## src/rtl/nibble_collector_if.sv

```systemverilog
// Character link plus word output port of the nibble collector.
// The slave side is the collector; the master side is the sender/consumer.
interface nibble_collector_if #(
    parameter int NIBBLES = 8
) ();
    logic                   go;
    logic [3:0]             character;
    logic                   character_done;
    logic [4*NIBBLES-1:0]   word_out;
    logic                   word_valid;
    logic                   word_ack;
    logic                   frame_error;
    logic [3:0]             nibble_count;

    modport slave (
        input  go,
        input  character,
        input  word_ack,
        output character_done,
        output word_out,
        output word_valid,
        output frame_error,
        output nibble_count
    );

    modport master (
        output go,
        output character,
        output word_ack,
        input  character_done,
        input  word_out,
        input  word_valid,
        input  frame_error,
        input  nibble_count
    );
endinterface

```

## src/rtl/nibble_collector.sv

```systemverilog
// Reassembles go/character_done nibbles (LS first) into words with one
// slot of output buffering, back-pressure and partial-word timeout.
module nibble_collector #(
    parameter int NIBBLES = 8,
    parameter int TIMEOUT = 1024
) (
    input  logic              clk,
    input  logic              reset,
    nibble_collector_if.slave bus
);
    localparam int W  = 4 * NIBBLES;
    localparam int TW = (TIMEOUT > 1) ? $clog2(TIMEOUT) : 1;
    localparam logic [TW-1:0] TLAST = TW'((TIMEOUT > 0) ? TIMEOUT - 1 : 0);
    localparam logic [3:0]    NLAST = 4'(NIBBLES - 1);

    typedef enum logic {
        WAIT,
        ACK
    } state_t;

    state_t        state, state_n;
    logic          cd, cd_n;
    logic [W-1:0]  shreg, shreg_n;
    logic [W-1:0]  wout, wout_n;
    logic          wv, wv_n;
    logic          fe, fe_n;
    logic [3:0]    cnt, cnt_n;
    logic [TW-1:0] tcnt, tcnt_n;
    logic          last;

    assign last = (cnt == NLAST);

    always_ff @(posedge clk) begin
        if (reset) begin
            state <= WAIT;
            cd    <= 1'b0;
            shreg <= '0;
            wout  <= '0;
            wv    <= 1'b0;
            fe    <= 1'b0;
            cnt   <= '0;
            tcnt  <= '0;
        end else begin
            state <= state_n;
            cd    <= cd_n;
            shreg <= shreg_n;
            wout  <= wout_n;
            wv    <= wv_n;
            fe    <= fe_n;
            cnt   <= cnt_n;
            tcnt  <= tcnt_n;
        end
    end

    always_comb begin
        state_n = state;
        cd_n    = cd;
        shreg_n = shreg;
        wout_n  = wout;
        wv_n    = wv;
        fe_n    = 1'b0;
        cnt_n   = cnt;
        tcnt_n  = (cnt == 4'd0) ? '0 : tcnt;
        if (wv && bus.word_ack)
            wv_n = 1'b0;
        unique case (state)
            WAIT: begin
                if (bus.go) begin
                    if (!last) begin
                        shreg_n = {bus.character, shreg[W-1:4]};
                        cnt_n   = cnt + 4'd1;
                        cd_n    = 1'b1;
                        tcnt_n  = '0;
                        state_n = ACK;
                    end else if (!wv || bus.word_ack) begin
                        wout_n  = {bus.character, shreg[W-1:4]};
                        wv_n    = 1'b1;
                        cnt_n   = 4'd0;
                        cd_n    = 1'b1;
                        tcnt_n  = '0;
                        state_n = ACK;
                    end
                end else if (cnt != 4'd0) begin
                    // Idle between characters of a partial word
                    if (TIMEOUT != 0 && tcnt == TLAST) begin
                        cnt_n   = 4'd0;
                        shreg_n = '0;
                        fe_n    = 1'b1;
                        tcnt_n  = '0;
                    end else begin
                        tcnt_n = tcnt + TW'(1);
                    end
                end
            end
            ACK: begin
                if (!bus.go) begin
                    cd_n    = 1'b0;
                    state_n = WAIT;
                end
            end
        endcase
    end

    assign bus.character_done = cd;
    assign bus.word_out       = wout;
    assign bus.word_valid     = wv;
    assign bus.frame_error    = fe;
    assign bus.nibble_count   = cnt;
endmodule

```

## src/flat_wrapper.sv

```systemverilog
// flat-port wrapper written by rule: the top's interface ports become plain ports
module nibble_collector_flat 
#(
    parameter int NIBBLES = 8,
    parameter int TIMEOUT = 1024
)
  (clk, reset, bus_go, bus_character, bus_word_ack, bus_character_done, bus_word_out, bus_word_valid, bus_frame_error, bus_nibble_count);
  nibble_collector_if #(.NIBBLES(NIBBLES)) bus_i ();
  input  logic clk;
  input  logic reset;
  input wire logic [$bits(bus_i.go)-1:0] bus_go;
  input wire logic [$bits(bus_i.character)-1:0] bus_character;
  input wire logic [$bits(bus_i.word_ack)-1:0] bus_word_ack;
  output wire logic [$bits(bus_i.character_done)-1:0] bus_character_done;
  output wire logic [$bits(bus_i.word_out)-1:0] bus_word_out;
  output wire logic [$bits(bus_i.word_valid)-1:0] bus_word_valid;
  output wire logic [$bits(bus_i.frame_error)-1:0] bus_frame_error;
  output wire logic [$bits(bus_i.nibble_count)-1:0] bus_nibble_count;
  assign bus_i.go = bus_go;
  assign bus_i.character = bus_character;
  assign bus_i.word_ack = bus_word_ack;
  assign bus_character_done = bus_i.character_done;
  assign bus_word_out = bus_i.word_out;
  assign bus_word_valid = bus_i.word_valid;
  assign bus_frame_error = bus_i.frame_error;
  assign bus_nibble_count = bus_i.nibble_count;
  nibble_collector #(.NIBBLES(NIBBLES), .TIMEOUT(TIMEOUT)) u_core (.clk(clk), .reset(reset), .bus(bus_i));
endmodule
```

## config.mk

```make
export PLATFORM = sky130hd
export DESIGN_NAME = nibble_collector_flat
export DESIGN_NICKNAME = d
export VERILOG_FILES = /design/src/rtl/nibble_collector_if.sv /design/src/rtl/nibble_collector.sv /design/src/flat_wrapper.sv
export SDC_FILE = /design/constraint.sdc
export NUM_CORES = 1
export LEC_CHECK = 0
export BUFFER_PORTS_ARGS = -buffer_cell sky130_fd_sc_hd__buf_2
export CAP_MARGIN = 20
export CORE_MARGIN = 5
export CORE_UTILIZATION = 40
export CTS_BUF_LIST = sky130_fd_sc_hd__clkbuf_16
export CTS_CLUSTER_DIAMETER = 40
export DETAILED_ROUTE_END_ITERATION = 8
export PLACE_DENSITY = 0.62
export SETUP_SLACK_MARGIN = 0.02
export SLEW_MARGIN = 15
export SYNTH_ARGS = -nofsm -noshare
export SYNTH_HDL_FRONTEND = slang
export SYNTH_SLANG_ARGS = --single-unit
```

## constraint.sdc

```tcl
create_clock -name clk -period 1.94 [get_ports clk]
set_input_delay 0.291 -clock clk [delete_from_list [all_inputs] [get_ports clk]]
set_output_delay 0.291 -clock clk [all_outputs]
set_load 0.02 [all_outputs]
```

[Word level (Yosys, flattened, before mapping)]
Cells that the tools add are included.
Cells by class
  divide/modulo/power cells: 0
  multipliers: 0
  bitwise logic cells: 2
  shift operators: 0
  reduce and logical (&&, ||, !) cells: 12
  muxes and demuxes: 32
  $lt $le $gt $ge: 0
  add/sub/neg operators: 2
  eq/ne operators: 7
Operators by type and width (count)
  $mux 32: 4
  $mux 10: 7
  $mux 4: 5
  $mux 1: 14
  $reduce_and 4->1: 3
  $add 10x1->10 const B: 1
  $eq 10x10->1 const B: 1
  $ne 2x2->1 const B: 3
  $ne 3x3->1 const B: 2
  $add 4x1->4 const B: 1
  $eq 4x3->1 const B: 1
  $logic_not 4->1: 1
  $pmux 1 s2: 2
  $reduce_bool 2->1: 2
  $reduce_bool 4->1: 1
  $reduce_or 4->1: 1
  $reduce_and 3->1: 1
  $not 1->1: 2
  $logic_and 1x1->1: 1
  $logic_not 1->1: 1
  $logic_or 1x1->1: 1
Storage, ports and cells
  bits in latches: 0
  bits in writable memories: 0
  register bits after elaboration: 82
  ROM bits: 0
  memories: 0

[Depth between registers and ports, before layout]
Gate-level depths: netlist of run 1.
  depth after elaboration: 6
  gate-level depth with buffers: 7
  depth with buffers taken out: 6

[Least setup slack after synthesis of run 1]
Ideal clock, no wire load.
  path type: flip-flop to flip-flop
  start point: register u_core.cnt[0] (netlist: u_core.bus.nibble_count[0])
  end point: register u_core.shreg[12]
  data arrival time: 1.591 ns
  cell stages (with the launch flop): 8
  path slack: 0.281 ns
  clock period less this slack: 1.659 ns
  required time: 1.871 ns
  path buffers: 2
  path through: dfxtp_1 > ha_1 > and3b_1 > buf_2 > nor3_4 > buf_4 > a21oi_1 > o21ai_1
On the way
  cells in the longest elaborated chain, start to end: 3
RTL lines
  start: declaration: RTL line nibble_collector.sv:27  | logic [3:0] cnt, cnt_n;
  start signal: assignment: RTL line nibble_collector.sv:50  | cnt <= cnt_n;
  $eq 4x3->1 or $reduce_bool 4->1 (tied branches): RTL line nibble_collector.sv:31, nibble_collector.sv:83
  $ne 2x2->1 (no line) or $reduce_bool 2->1 (tied branches)
  $reduce_and 4->1 (no line) (*)
  end signal: assignment: RTL line nibble_collector.sv:46  | shreg <= shreg_n;
  end: declaration: RTL line nibble_collector.sv:23  | logic [W-1:0] shreg, shreg_n;
Mark *: on every way between the ends. The rest lies on a longest branch, timed or not.
A chain may end at the register's enable or synchronous reset.

[Worst setup path in the final report of run 1]
  start point: register u_core.tcnt[0]
  end point: register u_core.shreg[10]
On the way
  cells in the longest elaborated chain, start to end: 3
RTL lines
  start: declaration: RTL line nibble_collector.sv:28  | logic [TW-1:0] tcnt, tcnt_n;
  start signal: assignment: RTL line nibble_collector.sv:51  | tcnt <= tcnt_n;
  $eq 10x10->1: RTL line nibble_collector.sv:85  | if (TIMEOUT != 0 && tcnt == TLAST) begin
  $reduce_bool 2->1 (no line)
  $reduce_and 4->1 (no line)
No other way between the ends.

==> results.rst, run 1 <==
.. list-table::
   :header-rows: 1

   * - Metric
     - Value
   * - Run status
     - finished clean
   * - Post-DP HPWL
     - between 5000 and 6000 um
   * - Quantity of I/O buffers inserted on ports
     - 46
   * - Synth cell types
     - 44
   * - Data arrival time of the critical path
     - 1950 ps
   * - DIE WIDTH
     - 103 um
   * - Slew HR
     - roughly two thirds
   * - Clock Skew
     - just over 6 ps
   * - Part of the cycle the worst path needs
     - 89.7%
   * - Yosys Warn Count
     - 0
   * - Mapped Area
     - 3450 um2
   * - Number of enable-type register cells in the synthesized netlist
     - 0
   * - Final-layout setup total negative slack
     - 0 ps
   * - Count of endpoints failing setup in the final report
     - 0
   * - Post-route DRC violation count
     - 0
   * - Reg power frac
     - 47.5%
   * - Count of hold buffers inserted by post-cts repair
     - 0
   * - Number of placed I/O pins
     - 47
   * - Fill cells
     - 844
   * - Path type of the worst min-delay path
     - input port to flip-flop
   * - Internal Power
     - 2670 uW
   * - Worst endpoint required time
     - ~2200 ps
   * - Count of inserted antenna diode cells
     - 0
   * - Overall die area
     - 10600 um2
   * - Number of antenna violations at the first check in global routing
     - 0
   * - Area of the core
     - 8550 um2
   * - DIE HEIGHT
     - 103 um
   * - Total via count after detailed routing
     - between 3000 and 4000
   * - Routed via count divided by cell count
     - about 5.3
   * - P per Cell Area
     - around 840 nW/um2
   * - Final Critical Period
     - between 1500 and 2000 ps
   * - Number of buffers added by the clock tree synthesis step
     - 9
   * - Sw Ratio
     - a little under a quarter
   * - Count of cells along the worst register-to-register path
     - 6
   * - Total wire length
     - between 8000 and 9000 um
   * - Biggest area contributors in the synthesized netlist
     - sky130_fd_sc_hd__dfxtp_1 45%, sky130_fd_sc_hd__nand2_1 11%, sky130_fd_sc_hd__a21oi_1 9.9%
   * - Fraction of layout instances using a drive strength above 1
     - between 15 and 20%
   * - Later-pin clock latency in the skew report
     - between 300 and 400 ps
   * - Net Count, Synth
     - around 460
   * - Slew at the pin closest to its max-slew limit
     - 504 ps
   * - Remaining Overflow, GRT
     - 0
   * - Remaining antenna violation count after routing
     - 0
   * - Worst hold stages
     - 3
   * - Clk Tree Root Cell
     - sky130_fd_sc_hd__clkbuf_16
   * - Unrepaired setup endpoints after global routing
     - false
   * - CP Launch Type
     - flip-flop
   * - Static leakage
     - between 0.0015 and 0.002 uW
   * - Largest voltage drop on the vdd net
     - ~0.50 mV
   * - Cell taking the most area after synthesis
     - sky130_fd_sc_hd__dfxtp_1
   * - Final Max Tran Viols
     - 0
   * - Placement row count
     - 34
   * - Synth Flop Type
     - sky130_fd_sc_hd__dfxtp_1
   * - Upper clock frequency limit
     - approximately 570 MHz
   * - Largest net degree at the start of global routing
     - between 60 and 70
   * - Number of standard cells in the layout, taps in and fillers out
     - about 600
   * - Endpoint kind of the worst setup timing path
     - flip-flop
   * - Post-DR wirelength/cell
     - 13.9 um
   * - P&R area growth vs syn
     - 19.1%
   * - Post-Synthesis Mean Instance Area
     - about 8 um2
   * - Seq cells post-synth
     - 78
   * - Clock tree buffer depth
     - 2
   * - Number of instances in the synthesized netlist
     - ~440
   * - First-pass GRT wire length
     - approximately 14000 um
   * - Clock transition at the register clock pins on the worst setup and hold paths after CTS
     - roughly 60 ps
   * - Violation count after the first detailed-routing iteration
     - around 130
   * - Final Wtd Congestion
     - around 0.86
   * - Net switching power of the design
     - roughly 790 uW
   * - TritonCTS clock tree
     - built
   * - NumNets Final
     - just under 500
   * - Area share of the largest cell type after synthesis
     - 45.2%
   * - Number of global-route vias before repair
     - 3055
   * - Seq/Total Area, Yosys
     - a little under half
   * - Global routing usage summed across all routing layers
     - between 10% and 20%
   * - DP Cell Count
     - approximately 580
   * - Initial core utilization
     - a little over 40%
   * - First drt pass iteration count
     - 5
   * - Critical-path maximum fanout
     - 28
   * - Clock sink total
     - just under 80
   * - Hold violation count in the final report
     - 0
   * - Max H-tree Level
     - 3
   * - Reported max-cap violation count
     - 0
   * - Critical path type
     - flip-flop to flip-flop
   * - Fraction of power consumed by the clock network
     - 47.3%
   * - Async S/R FF share, synth
     - 0%
   * - Proportion of power drawn by combinational gates
     - around 5.2%
-- logic make-up after synthesis --
| kind of cell | after synthesis | share of synthesized area [%] |
|---|---|---|
| buf+inv | 36 | 4.78 |
| fa+ha+maj | 3 | 1.09 |
| mux | 3 | 0.869 |
| flops | 78 | 45.2 |
| simple gates | 201 | 28.3 |
| compound gates | 123 | 19.8 |
-- power by group through the flow --
stage               Combinational, uW  Sequential [uW]  Clock [uW]
floorplan                         120             1670           0
global placement                  176             1670           0
detailed placement                179             1680           0
CTS                               180             1640        1680
global route                      198             1640        1750
finish                            179             1640        1640
-- cells in the mapped netlist, drive strengths merged, types with 2 or more instances --
master and n:
nand3b 29, dfxtp 78, nand3 7, or2 2, clkbuf 12, nand2 100
mux2i 3, inv 6, and4 3, a211oi 2, nor2b 2, nor3 6
nand2b 3, a21oi 68, ha 3, o21ai 31, a22oi 4, or3 2
nand4 4, buf 18, nor2 37, a31oi 7, a311oi 2
-- placed cells by master (no fill, tap or decap), types with 2 or more instances in the layout --
cell type / Yosys / layout
sky130_fd_sc_hd__inv_1: 6 / 7
sky130_fd_sc_hd__ha_1: 3 / 3
sky130_fd_sc_hd__nand4_1: 4 / 4
sky130_fd_sc_hd__or2_2: 2 / 2
sky130_fd_sc_hd__dfxtp_1: 78 / 78
sky130_fd_sc_hd__buf_2: 12 / 46
sky130_fd_sc_hd__buf_12: 0 / 3
sky130_fd_sc_hd__nand2b_1: 3 / 3
sky130_fd_sc_hd__nor3_1: 4 / 4
sky130_fd_sc_hd__a311oi_1: 2 / 2
sky130_fd_sc_hd__and4_1: 3 / 3
sky130_fd_sc_hd__nor3_4: 1 / 2
sky130_fd_sc_hd__buf_4: 4 / 9
sky130_fd_sc_hd__clkinv_2: 0 / 2
sky130_fd_sc_hd__a31oi_1: 7 / 7
sky130_fd_sc_hd__o21ai_0: 9 / 9
sky130_fd_sc_hd__mux2i_1: 3 / 3
sky130_fd_sc_hd__nand3_1: 7 / 7
sky130_fd_sc_hd__clkinvlp_4: 0 / 3
sky130_fd_sc_hd__a21oi_1: 68 / 68
sky130_fd_sc_hd__nand3b_1: 29 / 29
sky130_fd_sc_hd__nor2_1: 36 / 36
sky130_fd_sc_hd__nor2b_1: 2 / 2
sky130_fd_sc_hd__a211oi_1: 2 / 2
sky130_fd_sc_hd__a22oi_1: 4 / 4
sky130_fd_sc_hd__o21ai_1: 22 / 22
sky130_fd_sc_hd__or3_1: 2 / 2
sky130_fd_sc_hd__clkbuf_16: 0 / 9
sky130_fd_sc_hd__nand2_1: 100 / 100
-- worst max-delay path, stage by stage (launching register included) --
cell and delay (ps):
sky130_fd_sc_hd__dfxtp_1 400, sky130_fd_sc_hd__ha_1 240, sky130_fd_sc_hd__and4_1 270, sky130_fd_sc_hd__nand4_1 220, sky130_fd_sc_hd__nor2_4 180, sky130_fd_sc_hd__buf_12 190
sky130_fd_sc_hd__o21ai_0 120
-- area by class of cell --
class	instances	area, um2	area share, %
Sequential cell	78	1560	38.0
Clock buffer	9	225	5.47
Tap cell	108	135	3.28
Timing Repair Buffer	59	369	8.97
Clock inverter	7	66.3	1.61
Inverter	6	22.5	0.547
Multi-Input combinational cell	330	1730	42.2
-- routing by layer --
metal / vias up / share of wire, % / GRT usage, % / wire (um)
met3: 13 / 4.7 / 3.59 / 392
met1: 1469 / 46 / 21.5 / 3840
met2: 82 / 47 / 26.6 / 3940
met4: 0 / 1.6 / 6.77 / 136
li1: 1614 / - / - / -
met5: - / 0 / 0 / 0
-- what timing repair did --
action,4_1_cts,5_1_grt
buffers inserted,0,0
resized for setup,0,1
hold endpoints to repair,0,0
setup endpoints to repair,0,1
-- worst paths after layout --
check	from	end	slack, ps
min	bus_character[0]	u_core.shreg[28]	200
max reg2reg	u_core.tcnt[0]	u_core.shreg[10]	200
max	u_core.tcnt[0]	u_core.shreg[10]	200
min reg2reg	u_core.bus.word_out[13]	u_core.bus.word_out[13]	450
-- state kept, by name, summed over array words and instances (netlist names) --
name,flops
u_core.bus.word_out,32
u_core.shreg,28
u_core.tcnt,10
u_core.bus.nibble_count,4
u_core.bus.character_done,1
u_core.bus.frame_error,1
u_core.bus.word_valid,1
u_core.state,1
-- through the flow --
step / power [uW] / hold slack (ps) / utilization, % / instance area, um2 / worst slack, ps
3_3_place_gp: 1850 / 441 / 44.7 / 3820 / 290
2_1_floorplan: 1790 / 418 / - / 3450 / 281
5_1_grt: 3590 / 226 / 48.1 / 4110 / 41.1
3_5_place_dp: 1850 / 444 / 44.7 / 3820 / 235
4_1_cts: 3500 / 201 / 48.1 / 4110 / 197
6_report: 3460 / 200 / 48.1 / 4110 / 200
No activity file was read; power rests on OpenSTA's default activity.
==> run 2, diff against run 1 <==
- REMOVE_ABC_BUFFERS: default -> 1
==> run 2 against run 1 <==
Effect of this change: flip-flop and latch count is the same; design area rose by 0.43%; clock power shrank 3%; via count is 0.94% lower; setup slack worse by 44 ps; register-to-register slack worse by 40 ps; critical path depth fell by 1; worst hold slack got worse by 10 ps; utilization is 0.20 points higher; highest routed layer unchanged.
==> results.rst, run 2 (synthesized netlist as in run 1, its figures left out) <==
.. list-table::
   :header-rows: 1

   * - Metric
     - Value
   * - Count of inserted antenna diode cells
     - 0 (unchanged)
   * - Reg power frac
     - 48.0% (+0.5 points)
   * - Final non-filler cell area
     - 4130 um2 (+0.43%)
   * - Max H-tree Level
     - 3 (unchanged)
   * - Number of placed I/O pins
     - 47 (unchanged)
   * - Clock Skew
     - 6.90 ps (+0.835 ps)
   * - Most prevalent standard cell on the critical path
     - sky130_fd_sc_hd__o21ai_1
   * - Upper clock frequency limit
     - 561 MHz (-2.4%)
   * - Post-DP HPWL
     - 5010 um (-8.3%)
   * - Path type of the worst min-delay path
     - input port to flip-flop
   * - Data arrival time of the critical path
     - 2030 ps (+80 ps)
   * - Routed via count divided by cell count
     - 5.29 (-0.61%)
   * - Initial core utilization
     - 40.4% (unchanged)
   * - Run status
     - finished clean
   * - Number of global-route vias before repair
     - 2835 (-7.2%)
   * - CP Launch Type
     - flip-flop
   * - Sequential cell area
     - 1560 um2 (unchanged)
   * - Buffering stage count on the worst path with inverters included
     - 0 (-1)
   * - Startpoint of the worst register-to-register path
     - u_core.bus.nibble_count[0]
   * - First-pass GRT wire length
     - 13400 um (-5.1%)
   * - Endpoint kind of the worst setup timing path
     - flip-flop
   * - Instance area after placement
     - 3840 um2 (+0.59%)
   * - NumNets Final
     - 493 (-0.40%)
   * - Count of endpoints failing setup in the final report
     - 0 (unchanged)
   * - Clock sink total
     - 78 (unchanged)
   * - Slew at the pin closest to its max-slew limit
     - 456 ps (-48.5 ps)
   * - Sw Ratio
     - 24.9% (+2.0 points)
   * - Violation count after the first detailed-routing iteration
     - 170 (+30%)
   * - Largest voltage drop on the vdd net
     - 0.361 mV (-28%)
   * - Unrepaired setup endpoints after global routing
     - false
   * - DIE HEIGHT
     - 103 um (unchanged)
   * - Total via count after detailed routing
     - 3148 (-0.94%)
   * - Largest net degree at the start of global routing
     - 50 (-25%)
   * - HP Start
     - bus_character[2]
   * - Final Critical Period
     - 1780 ps (+43.7 ps)
   * - Fraction of power consumed by the clock network
     - 46.6% (-0.7 points)
   * - DIE WIDTH
     - 103 um (unchanged)
   * - Top delay family on crit path
     - compound AO/OA/AOI/OAI gates
   * - Most common cell after layout, fill and taps aside
     - sky130_fd_sc_hd__nand2_1
   * - Internal Power
     - 2560 uW (-3.8%)
   * - Critical path type
     - flip-flop to flip-flop
   * - Number of antenna violations at the first check in global routing
     - 0 (unchanged)
   * - Critical-path maximum fanout
     - 6 (-79%)
   * - Number of buffers added by the clock tree synthesis step
     - 9 (unchanged)
   * - P&R area growth vs syn
     - 19.6%
   * - Final Max Tran Viols
     - 0 (unchanged)
   * - Proportion of power drawn by combinational gates
     - 5.4% (+0.2 points)
   * - Remaining antenna violation count after routing
     - 0 (unchanged)
   * - Clock tree buffer depth
     - 2 (unchanged)
   * - Commonest cells after routing, fill and taps aside
     - 100 x sky130_fd_sc_hd__nand2_1, 78 x sky130_fd_sc_hd__dfxtp_1, 68 x sky130_fd_sc_hd__a21oi_1
   * - Crit-path max cell delay
     - 410 ps (about the same)
   * - First drt pass iteration count
     - 4 (-1)
   * - Postcts setup bufs
     - 0 (unchanged)
   * - Placement row count
     - 34 (unchanged)
   * - Cell with the biggest individual delay on the critical path
     - sky130_fd_sc_hd__dfxtp_1
   * - Slew HR
     - 69.5% (+3.2 points)
   * - Post-route DRC violation count
     - 0 (unchanged)
   * - Net switching power of the design
     - 848 uW (+7.5%)
   * - Critical path cell sequence
     - ha_1 -> nand3b_1 -> o21ai_1 -> o21ai_1 -> a311oi_1
   * - Later-pin clock latency in the skew report
     - 340 ps (about the same)
   * - Fill cells
     - 882 (+4.5%)
   * - Area of the core
     - 8550 um2 (unchanged)
   * - Final-layout setup total negative slack
     - 0 ps (unchanged)
   * - Post-DR wirelength/cell
     - 13.5 um (-3.1%)
   * - Clock transition at the register clock pins on the worst setup and hold paths after CTS
     - 60 ps (about the same)
   * - Total wire length
     - 8020 um (-3.5%)
   * - Number of flip-flops in the largest register
     - 32 (unchanged)
   * - Worst endpoint required time
     - 2190 ps (+40 ps)
   * - Part of the cycle the worst path needs
     - 91.9% (+2.3 points)
   * - Overall die area
     - 10600 um2 (unchanged)
   * - Clk Tree Root Cell
     - sky130_fd_sc_hd__clkbuf_16
   * - Hold violation count in the final report
     - 0 (unchanged)
   * - Static leakage
     - 0.00151 uW (+0.24%)
   * - Reported max-cap violation count
     - 0 (unchanged)
   * - Fraction of layout instances using a drive strength above 1
     - 16.4% (-0.14 points)
   * - Quantity of I/O buffers inserted on ports
     - 46 (unchanged)
   * - Final Total Pwr
     - 3410 uW (-1.3%)
   * - Critical path launch point
     - u_core.bus.nibble_count[0]
   * - DP Cell Count
     - 579 (-0.34%)
   * - P per Cell Area
     - 826 nW/um2 (-1.7%)
   * - Global routing usage summed across all routing layers
     - 15.5% (-1.0 points)
   * - Number of standard cells in the layout, taps in and fillers out
     - 595 (-0.34%)
   * - Remaining Overflow, GRT
     - 0 (unchanged)
   * - Final Wtd Congestion
     - 0.856 (-0.95%)
   * - Area of combinational cells with multiple inputs
     - 1740 um2 (+0.51%)
   * - TritonCTS clock tree
     - built
==> run 2: cell types whose count changed in the layout (fill, tap and decap cells not counted), moves of 2 or more <==
cell / previous run / this run
sky130_fd_sc_hd__buf_12: 3 / 6
sky130_fd_sc_hd__clkinv_4: 0 / 2
sky130_fd_sc_hd__clkinvlp_4: 3 / 1
sky130_fd_sc_hd__buf_4: 9 / 5
sky130_fd_sc_hd__inv_6: 0 / 3
==> run 2: worst paths after layout <==
check | endpoint | slack [ps] | cells past startpoint
worst max-delay path | u_core.bus.nibble_count[0] | 160 | 5
worst min-delay path | u_core.shreg[30] | 190 | 3
worst max register to register | u_core.bus.nibble_count[0] | 160 | 5
worst min register to register | u_core.bus.word_out[9] | 450 | 2
==> run 2: per-stage QoR <==
step                      setup slack (ps)  utilization (%)  hold slack (ps)
after global routing                  60.4             48.3              208
after CTS                              195             48.2              193
final                                  156             48.3              190
after floorplan                       -291                -              360
after global placement                 268             44.9              440
after detailed placement               216             44.9              445
==> run 2: repair_timing <==
action,CTS,global route
hold buffers,0,0
endpoints found under the setup margin,0,2
resized for setup,0,1
endpoints found under the hold margin,0,0
==> run 2: metal layers <==
metal	track usage, %	share of wire [%]	vias up	wire, um
li1	-	-	1618	-
met1	19.9	47	1455	3740
met2	24.8	46	64	3720
met3	4.94	5.5	11	443
met4	5.18	1.5	0	119
met5	0	0	-	0
==> run 2: power groups by stage <==
stage | Clock [uW] | Combinational, uW | Sequential, uW
final | 1590 | 183 | 1640
after global placement | 0 | 179 | 1670
after global routing | 1720 | 200 | 1640
after floorplan | 0 | 78.0 | 1680
after detailed placement | 0 | 181 | 1670
after CTS | 1630 | 181 | 1640
==> run 2: worst reg2reg max path: stages, from the launching register on <==
cell	delay, ps
sky130_fd_sc_hd__dfxtp_1	410
sky130_fd_sc_hd__ha_1	230
sky130_fd_sc_hd__nand3b_1	270
sky130_fd_sc_hd__o21ai_1	300
sky130_fd_sc_hd__o21ai_1	180
sky130_fd_sc_hd__a311oi_1	300
==> run 2: area by class of cell <==
type,instances,area share [%]
Clock buffer,9,5.45
Clock inverter,7,1.36
Inverter,6,0.545
Multi-Input combinational cell,330,42.2
Sequential cell,78,37.8
Tap cell,108,3.27
Timing Repair Buffer,57,9.39
